### config.mk
export PLATFORM = sky130hd
export DESIGN_NAME = vram_arbiter
export DESIGN_NICKNAME = d
export VERILOG_FILES = /design/src/rtl/vram_arbiter_pkg.sv /design/src/rtl/vram_arbiter_wbuf.sv /design/src/rtl/vram_arbiter.sv
export SDC_FILE = /design/constraint.sdc
export NUM_CORES = 1
export LEC_CHECK = 0
export ABC_AREA = 0
export BUFFER_PORTS_ARGS = -buffer_cell sky130_fd_sc_hd__buf_2
export CAP_MARGIN = 20
export CORE_MARGIN = 3
export CORE_UTILIZATION = 50
export CTS_CLUSTER_DIAMETER = 40
export CTS_CLUSTER_SIZE = 28
export DETAILED_ROUTE_END_ITERATION = 8
export PLACE_DENSITY_LB_ADDON = 0.2
export SYNTH_ARGS = -nofsm -noshare
export SYNTH_HDL_FRONTEND = slang
export SYNTH_SLANG_ARGS = --single-unit
### constraint.sdc
create_clock -name clk -period 2.4 [get_ports clk]
set_clock_uncertainty 0.1 [all_clocks]
set_input_delay 0.48 -clock clk [delete_from_list [all_inputs] [get_ports clk]]
set_output_delay 0.48 -clock clk [all_outputs]
set_load 0.02 [all_outputs]
### src/rtl/vram_arbiter_pkg.sv
// vram_arbiter_pkg
//   Shared constants for the video RAM arbiter: default bus widths, the
//   default depth of the posted-write buffer and the CPU FSM state encodings.
//   Imported by every file of the arbiter.
package vram_arbiter_pkg;

    localparam int AW_DEF         = 16;
    localparam int DW_DEF         = 16;
    localparam int WBUF_DEPTH_DEF = 4;

    // CPU port FSM encodings; kept as fixed 2-bit constants so the debug
    // output decodes the same way in every build.
    localparam logic [1:0] ST_IDLE    = 2'd0;
    localparam logic [1:0] ST_RD_WAIT = 2'd1;
    localparam logic [1:0] ST_RD_DATA = 2'd2;
    localparam logic [1:0] ST_ACK     = 2'd3;

endpackage

### src/rtl/vram_arbiter_wbuf.sv
// vram_arbiter_wbuf
//   Posted-write FIFO for the video RAM arbiter. Circular buffer with
//   wrap-around pointers and an occupancy count one bit wider than the
//   pointers so that "full" and "empty" are distinct.
// Ports:
//   clk    in   system clock
//   rst    in   asynchronous active-low reset (empties the buffer)
//   push   in   write din at the tail; ignored while full
//   pop    in   drop the head entry; ignored while empty
//   din    in   W-bit entry to push
//   dout   out  head entry (valid while !empty)
//   empty  out  no entries stored
//   full   out  DEPTH entries stored
module vram_arbiter_wbuf
    import vram_arbiter_pkg::*;
#(
    parameter int W     = AW_DEF + DW_DEF,
    parameter int DEPTH = WBUF_DEPTH_DEF
) (
    input  logic         clk,
    input  logic         rst,
    input  logic         push,
    input  logic         pop,
    input  logic [W-1:0] din,
    output logic [W-1:0] dout,
    output logic         empty,
    output logic         full
);

    localparam int PW = $clog2(DEPTH);

    logic [W-1:0]  store [DEPTH];
    logic [PW-1:0] wr_ptr;
    logic [PW-1:0] rd_ptr;
    logic [PW:0]   count;
    logic          do_push;
    logic          do_pop;

    assign empty   = (count == '0);
    assign full    = (count == (PW+1)'(DEPTH));
    assign do_push = push && !full;
    assign do_pop  = pop && !empty;
    assign dout    = store[rd_ptr];

    // DEPTH is a power of two, so pointer overflow is the wrap-around.
    always_ff @(posedge clk or negedge rst) begin
        if (!rst) begin
            wr_ptr <= '0;
            rd_ptr <= '0;
            count  <= '0;
        end else begin
            if (do_push) wr_ptr <= wr_ptr + 1'b1;
            if (do_pop)  rd_ptr <= rd_ptr + 1'b1;
            if (do_push && !do_pop)      count <= count + 1'b1;
            else if (!do_push && do_pop) count <= count - 1'b1;
        end
    end

    // Storage needs no reset: an entry is only read after it was pushed.
    always_ff @(posedge clk) begin
        if (do_push) store[wr_ptr] <= din;
    end

endmodule

### src/rtl/vram_arbiter.sv
// vram_arbiter
//   Owns the single-port synchronous video RAM and shares it between the GPU
//   fetch path (never stalled, fixed 1-cycle latency) and a CPU port. CPU
//   writes are posted through vram_arbiter_wbuf; CPU reads wait until no GPU
//   fetch is using the RAM and the write buffer has drained.
// Ports:
//   clk, rst          clock, asynchronous active-low reset
//   gpuAddr/gpuRE     GPU fetch address and request (this cycle)
//   gpuData           GPU fetch data (the cycle after gpuRE, then held)
//   cpuReq/cpuWE      CPU request level and direction (1 = write)
//   cpuAddr/cpuWData  CPU address and write data
//   cpuAck/cpuRData   one-cycle completion pulse and read data
//   ramAddr/ramWData/ramWE/ramRData   RAM interface (read data 1 cycle late)
//   wbufFull          write buffer full
//   cpuStallCnt       saturating count of cpuReq cycles not in ACK
//   dbgState          CPU FSM state (debug)
//
// CPU handshake: the CPU raises cpuReq with cpuWE/cpuAddr/cpuWData stable and
// holds all of them until it sees cpuAck high for one cycle; the request is
// sampled only in IDLE, so one request yields exactly one ack. cpuRData is
// valid in the ack cycle of a read and holds afterwards.
module vram_arbiter
    import vram_arbiter_pkg::*;
#(
    parameter int AW         = AW_DEF,
    parameter int DW         = DW_DEF,
    parameter int WBUF_DEPTH = WBUF_DEPTH_DEF
) (
    input  logic          clk,
    input  logic          rst,
    input  logic [AW-1:0] gpuAddr,
    input  logic          gpuRE,
    output logic [DW-1:0] gpuData,
    input  logic          cpuReq,
    input  logic          cpuWE,
    input  logic [AW-1:0] cpuAddr,
    input  logic [DW-1:0] cpuWData,
    output logic          cpuAck,
    output logic [DW-1:0] cpuRData,
    output logic [AW-1:0] ramAddr,
    output logic [DW-1:0] ramWData,
    output logic          ramWE,
    input  logic [DW-1:0] ramRData,
    output logic          wbufFull,
    output logic [15:0]   cpuStallCnt,
    output logic [1:0]    dbgState
);

    logic [1:0]       state;
    logic [1:0]       state_nxt;
    logic             wbuf_push;
    logic             wbuf_empty;
    logic [AW+DW-1:0] wbuf_head;
    logic             gpu_go;
    logic             slot_drain;
    logic             slot_rd;
    logic [AW-1:0]    ram_addr_q;
    logic             gpu_rd_q;
    logic [DW-1:0]    gpu_hold;

    vram_arbiter_wbuf #(
        .W     (AW + DW),
        .DEPTH (WBUF_DEPTH)
    ) u_wbuf (
        .clk   (clk),
        .rst   (rst),
        .push  (wbuf_push),
        .pop   (slot_drain),
        .din   ({cpuAddr, cpuWData}),
        .dout  (wbuf_head),
        .empty (wbuf_empty),
        .full  (wbufFull)
    );

    // Slot priority: GPU fetch, then write drain, then CPU read issue.
    // gpuRE is masked during reset so the RAM bus reads as all zero.
    assign gpu_go     = gpuRE && rst;
    assign slot_drain = !gpu_go && !wbuf_empty;
    assign slot_rd    = !gpu_go && wbuf_empty && (state == ST_RD_WAIT);

    // The address holds its last value in idle slots.
    always_comb begin
        ramAddr = ram_addr_q;
        if (gpu_go)          ramAddr = gpuAddr;
        else if (slot_drain) ramAddr = wbuf_head[AW+DW-1:DW];
        else if (slot_rd)    ramAddr = cpuAddr;
    end

    assign ramWE    = slot_drain;
    assign ramWData = slot_drain ? wbuf_head[DW-1:0] : '0;

    // GPU data bypasses straight from the RAM the cycle after a fetch and is
    // otherwise served from the hold register.
    assign gpuData  = gpu_rd_q ? ramRData : gpu_hold;
    assign cpuAck   = (state == ST_ACK);
    assign dbgState = state;

    always_comb begin
        state_nxt = state;
        wbuf_push = 1'b0;
        case (state)
            ST_IDLE: begin
                if (cpuReq) begin
                    if (!cpuWE) begin
                        state_nxt = ST_RD_WAIT;
                    end else if (!wbufFull) begin
                        wbuf_push = 1'b1;
                        state_nxt = ST_ACK;
                    end
                end
            end
            ST_RD_WAIT: if (slot_rd) state_nxt = ST_RD_DATA;
            ST_RD_DATA: state_nxt = ST_ACK;
            ST_ACK:     state_nxt = ST_IDLE;
            default:    state_nxt = ST_IDLE;
        endcase
    end

    always_ff @(posedge clk or negedge rst) begin
        if (!rst) begin
            state       <= ST_IDLE;
            cpuRData    <= '0;
            cpuStallCnt <= '0;
            ram_addr_q  <= '0;
            gpu_rd_q    <= 1'b0;
            gpu_hold    <= '0;
        end else begin
            state      <= state_nxt;
            ram_addr_q <= ramAddr;
            gpu_rd_q   <= gpuRE;
            if (gpu_rd_q)
                gpu_hold <= ramRData;
            if (state == ST_RD_DATA)
                cpuRData <= ramRData;
            if (cpuReq && (state != ST_ACK) && (cpuStallCnt != 16'hFFFF))
                cpuStallCnt <= cpuStallCnt + 16'd1;
        end
    end

endmodule

==> flow_summary.json, run 1 <==
{
  "outcome": "complete, but fails checks",
  "failed_checks": "negative setup slack",
  "leakage_nw": 4.376,
  "dieHeight_um": 133.2,
  "final_net_count": 740,
  "cp_cell_sequence": "a2111oi_4 -> nand2_4 -> buf_12 -> mux2i_1 -> a21oi_2 -> buf_6",
  "timing_worst_setup_path_type": "reg2out",
  "ioPinCount": 154,
  "clkSinkCount": 202,
  "cts_made_buffers": 29,
  "hold_class": "in2async",
  "max_stage_delay_ns": 0.44,
  "coreArea_um2": 15540,
  "place_congestion": 0.7966,
  "synth.distinct_cells": 36,
  "detail_route.iter0.violations": 276,
  "tightest_slew_ns": 0.5498,
  "yosysSeqAreaShare_pct": 70.36,
  "rows": 45,
  "wl_per_cell_um": 19.35,
  "clk_latency_ns": 0.53,
  "grt_overflow": 0,
  "hold_viol_final": 0,
  "grt_antenna_before_repair": 1,
  "cpLargestDelayFamily": "compound AO/OA/AOI/OAI gates",
  "end_kind": "primary output",
  "power_density_nw_per_um2": 1270,
  "num_vias": 4801,
  "ys_ff_latch": 202,
  "track_usage_pct": 19.46,
  "antennaDiodeCount": 0,
  "ir_drop_v": 0.0007651,
  "syn_nets": 530,
  "maxSlewHeadroom_pct": 63.35,
  "dpl_cell_area_um2": 9353,
  "setup_slack_ns": -0.3241,
  "slew_viol_final": 0,
  "cp.buffers_inverters": 2,
  "cpMaxStageDelayCell": "dfrtp_2",
  "timing.rr.start": "u_wbuf.count[1]",
  "synth_cells": 449,
  "yosysWarnings": 0,
  "dp_hpwl_um": 10990,
  "final_cell_mix": "edfxtp_1 (128), buf_2 (126), dfrtp_1 (68)",
  "required_ns": 1.82,
  "grt_pass1_wl_um": 27590,
  "drtAntennaViolNets": 0,
  "portBuffers": 153,
  "via_per_inst": 5.382,
  "cts-root-buf": "clkbuf_16",
  "grt_pass1_vias": 5155,
  "rsz0062_at_grt": "yes",
  "drcViolationCount": 0,
  "cts_tree": "built",
  "synth_area_um2": 8095,
  "die-area_um2": 17750,
  "finalSetupViolations": 34,
  "arrival_ns": 2.14,
  "postLayoutCellArea_um2": 10770,
  "synth_area_per_cell_um2": 18.03,
  "max-cap-violations": 0,
  "area.growth.synth_to_final_pct": 33.04,
  "hold_slack_ns": 0.008252,
  "path_clk_slew_ns": 0.05,
  "grt_start_max_net_pins": 45,
  "clock_path_buffers": 3,
  "crit_fanout": 14,
  "finalCritPeriodShare_pct": 113.5,
  "startpoint": "u_wbuf.count[1]",
  "wl_um": 17260,
  "drive_above_1_share_pct": 52.57,
  "dr.pass1.iters": 4,
  "max_freq_ghz": 0.3671,
  "final_common_cell": "edfxtp_1",
  "die_w_um": 133.2,
  "start_util_pct": 52.09,
  "cts_max_level": 1,
  "finalCriticalPeriod_ns": 2.724,
  "start_kind": "flip-flop"
}
==> layer usage <==
metal	GRT usage (%)	part of all wire [%]
met1	25.41	41
met2	33.86	52
met3	3.474	4.4
met4	5.543	2.2
met5	0	0.041
==> layout make-up <==
cell class                 count  area [um^2]
inverter                       8        30.03
sequential                   202         5703
multi-input combinational    220         2411
clock inverter                14        152.6
tap                          211        264.0
fill                        1072         4770
clock buffer                  39        824.5
timing repair buffer         198         1385
==> synthesized netlist by cell type <==
cell type | count | area [um^2]
clkbuf_1 | 13 | 48.80
a21oi_1 | 16 | 80.08
and3_1 | 2 | 12.51
ha_1 | 11 | 137.6
nand2_4 | 1 | 11.26
a311oi_1 | 1 | 8.760
o31ai_1 | 1 | 7.510
nand4b_1 | 1 | 8.760
a2111oi_4 | 1 | 27.53
nor3b_1 | 2 | 15.01
buf_2 | 5 | 25.02
o21ai_0 | 1 | 5.000
dfrtp_1 | 74 | 1852
nor4b_1 | 1 | 8.760
fa_1 | 1 | 20.02
nor3_1 | 4 | 20.02
xor2_1 | 9 | 78.83
nand2b_1 | 2 | 12.51
and4_1 | 2 | 17.52
mux2i_1 | 19 | 190.2
xnor2_1 | 11 | 96.34
and2_1 | 20 | 125.1
o31ai_4 | 1 | 21.27
buf_6 | 1 | 11.26
inv_1 | 8 | 30.03
nor4b_4 | 1 | 23.77
nor4_1 | 2 | 12.51
o2bb2ai_1 | 1 | 8.760
nand3_1 | 6 | 30.03
nand4_1 | 6 | 37.54
edfxtp_1 | 128 | 3844
o22ai_1 | 16 | 100.1
nor2_1 | 5 | 18.77
mux4_2 | 32 | 720.7
mux2_2 | 35 | 394.1
nand2_1 | 9 | 33.78
==> worst paths after layout <==
check                                  endpoint  slack, ns  cells past startpoint
worst max register to register    ram_addr_q[4]      -0.16                     13
worst max-delay path                 ramAddr[2]      -0.32                      6
max in group asynchronous       u_wbuf.count[1]       1.34                      3
min in group clk                       gpu_rd_q       0.03                      1
worst min register to register      gpu_hold[9]       0.39                      1
worst min-delay path                cpuRData[7]      0.008                      2
==> per-stage QoR <==
step | utilization (%) | total power (W) | TNS, ns | worst slack (ns) | std cells
after floorplan | - | 0.007433 | 0 | 0.04145 | 449
after global placement | 60.19 | 0.008696 | 0 | 0.04501 | 817
after detailed placement | 60.19 | 0.008794 | -0.04240 | -0.03154 | 817
after CTS | 68.45 | 0.01357 | -8.263 | -0.3114 | 888
after global routing | 69.31 | 0.01436 | -10.64 | -0.3917 | 892
final | 69.31 | 0.01368 | -7.975 | -0.3241 | 892
==> flip-flops by register name (all words and copies together) (netlist names) <==
| signal | count |
|---|---|
| u_wbuf.count | 3 |
| u_wbuf.wr_ptr | 2 |
| gpu_hold | 16 |
| ram_addr_q | 16 |
| dbgState | 2 |
| cpuRData | 16 |
| gpu_rd_q | 1 |
| u_wbuf.store | 128 |
| cpuStallCnt | 16 |
| u_wbuf.rd_ptr | 2 |
==> where the power goes <==
part / leakage (nW) / internal (W) / switching, W
logic: 1.88 / 0.00243 / 0.00246
clock network: 0.476 / 0.00257 / 0.00157
registers: 2.02 / 0.00430 / 0.000358
total: 4.38 / 0.00929 / 0.00439
==> cell families (layout without fill, tap and decap cells) <==
family                   count (synthesis)  count (layout)  synth area share, %
flip-flops                             202             202                70.36
multiplexers                            86              86                16.12
AND/OR/NAND/NOR                         64              64                4.791
AO/OA/AOI/OAI                           38              38                3.200
buffers and inverters                   27             259                1.422
XOR/XNOR                                20              20                2.164
adder cells (fa/ha/maj)                 12              12                1.947
==> repair_timing <==
| action | CTS | global route |
|---|---|---|
| setup buffers | 15 | 4 |
| endpoints found under the setup margin | 42 | 34 |
| cloned | 2 | 0 |
| resized for setup | 44 | 28 |
| hold endpoints to repair | 30 | 0 |
| pin swaps | 14 | 5 |
| hold buffers | 1 | 0 |
Note: power is estimated with default switching activity, not from simulation.
==> run 2: changes to the inputs <==
Settings changed: CORE_MARGIN 3 to 10, CORE_UTILIZATION 50 to 25.
==> flow_summary.json, run 2 (same netlist as run 1, synthesis figures left out) <==
{
  "slew_viol_final": 0,
  "grt_pass1_vias": 5467,
  "hold_path_end": "u_wbuf.store[3][2]",
  "largest_reg_flops": 128,
  "hold_slack_ns": 0.09583,
  "required_ns": 1.82,
  "reg2reg_slack_ns": 0.14,
  "final_common_cell": "edfxtp_1",
  "ir_drop_v": 0.0006355,
  "fin_tns_setup_ns": -8.515,
  "rows": 65,
  "rsz0062_at_grt": "yes",
  "finalSetupViolations": 32,
  "clock_path_buffers": 3,
  "timing.rr.start": "dbgState[0]",
  "reg2reg_depth": 10,
  "final_cell_mix": "edfxtp_1 (128), buf_2 (121), dfrtp_1 (72)",
  "grt_overflow": 0,
  "leakage_nw": 4.644,
  "start_kind": "flip-flop",
  "start_util_pct": 25.52,
  "min_from": "cpuWData[2]",
  "detail_route.iter0.violations": 126,
  "die_w_um": 199.9,
  "cts_tree": "built",
  "internal-power_w": 0.01024,
  "tightest_slew_ns": 0.4537,
  "clk_latency_ns": 0.49,
  "drcViolationCount": 0,
  "grt_pass1_wl_um": 31560,
  "dieHeight_um": 199.9,
  "switchingPower_w": 0.004708,
  "largest-register": "u_wbuf.store",
  "finalCritPeriodShare_pct": 117.2,
  "dp_hpwl_um": 14020,
  "grt_start_max_net_pins": 75,
  "wl_um": 21060,
  "wl_per_cell_um": 18.85,
  "timing_worst_setup_path_type": "reg2out",
  "ioPinCount": 154,
  "cts_max_level": 2,
  "hold_class": "in2reg",
  "end_kind": "primary output",
  "hold_viol_final": 0,
  "crit_fanout": 5,
  "outcome": "complete, but fails checks",
  "clockPowerShare_pct": 32.9,
  "portBuffers": 153,
  "finalPower_w": 0.01495,
  "setup_slack_ns": -0.4118,
  "drtAntennaViolNets": 0,
  "rr_endpoint": "u_wbuf.count[2]",
  "final_net_count": 767,
  "finalCriticalPeriod_ns": 2.812,
  "via_per_inst": 4.407,
  "power_density_nw_per_um2": 1295,
  "cts-root-buf": "clkbuf_16",
  "pwr-share-seq_pct": 31.0,
  "max_freq_ghz": 0.3556,
  "grt_antenna_before_repair": 4,
  "coreArea_um2": 31720,
  "arrival_ns": 2.23,
  "path_clk_slew_ns": 0.05,
  "maxSlewHeadroom_pct": 69.63,
  "area.growth.synth_to_final_pct": 42.61,
  "switching_share_pct": 31.50,
  "combPwrFrac_pct": 36.1,
  "die-area_um2": 39980,
  "max-cap-violations": 0,
  "num_vias": 4923,
  "track_usage_pct": 10.20,
  "failed_checks": "negative setup slack",
  "hold_depth": 1,
  "clkSinkCount": 202,
  "cts_made_buffers": 36,
  "dr.pass1.iters": 4,
  "place_congestion": 0.7782,
  "drive_above_1_share_pct": 54.07
}
-- run 2: power groups by stage --
stage | registers [W] | clock network [W] | logic, W
2_1_floorplan | 0.00490 | 0 | 0.00253
3_3_place_gp | 0.00468 | 0 | 0.00435
3_5_place_dp | 0.00470 | 0 | 0.00442
4_1_cts | 0.00465 | 0.00507 | 0.00493
5_1_grt | 0.00471 | 0.00525 | 0.00579
6_report | 0.00464 | 0.00491 | 0.00540
-- run 2: metal layers --
metal	vias to the layer above	wire, um	track usage, %
met2	127	10280	16.98
met5	-	13	0
met3	40	1600	3.717
li1	2238	-	-
met4	2	433	3.505
met1	2516	8732	11.92
-- run 2: area by class of cell --
class,instances,area (um^2)
Antenna cell,3,7.507
Clock buffer,41,982.2
Clock inverter,23,222.7
Fill cell,3046,20170
Inverter,8,37.54
Multi-Input combinational cell,220,2385
Sequential cell,202,5698
Tap cell,402,503.0
Timing Repair Buffer,218,1709
-- run 2: what timing repair did --
| item | in CTS | in global routing |
|---|---|---|
| cloned | 1 | 2 |
| pin swaps | 15 | 14 |
| resized for setup | 49 | 43 |
| hold buffers | 0 | 1 |
| hold endpoints to repair | 0 | 5 |
| setup endpoints to repair | 35 | 34 |
| setup buffers | 15 | 13 |
-- run 2: how the worst max path moves through the flow --
stage | from | slack (ns) | cells after the start | to
after detailed placement | u_wbuf.count[2] | -0.17 | 5 | ramAddr[3]
after floorplan | u_wbuf.count[1] | 0.04 | 5 | ramAddr[10]
after global placement | u_wbuf.count[2] | -0.1 | 5 | ramAddr[3]
after CTS | u_wbuf.count[0] | -0.47 | 7 | ramAddr[1]
final | u_wbuf.count[0] | -0.41 | 7 | ramAddr[13]
after global routing | u_wbuf.count[0] | -0.53 | 7 | ramAddr[7]
-- run 2: through the flow --
stage	cells	cell area, um^2	utilization (%)	worst slack, ns
after CTS	1097	11190	35.29	-0.4723
after detailed placement	1017	9697	30.57	-0.1744
after global placement	1017	9697	30.57	-0.09672
final	1117	11540	36.40	-0.4118
after global routing	1114	11540	36.37	-0.5261
after floorplan	449	8143	-	0.04145
-- run 2: critical path: stages, from the launching register on --
cell and delay, ns:
dfrtp_1 0.39, buf_6 0.13, a2111oi_4 0.39, nand2_4 0.17, buf_12 0.19, mux2i_1 0.22
a21oi_2 0.10, buf_6 0.15
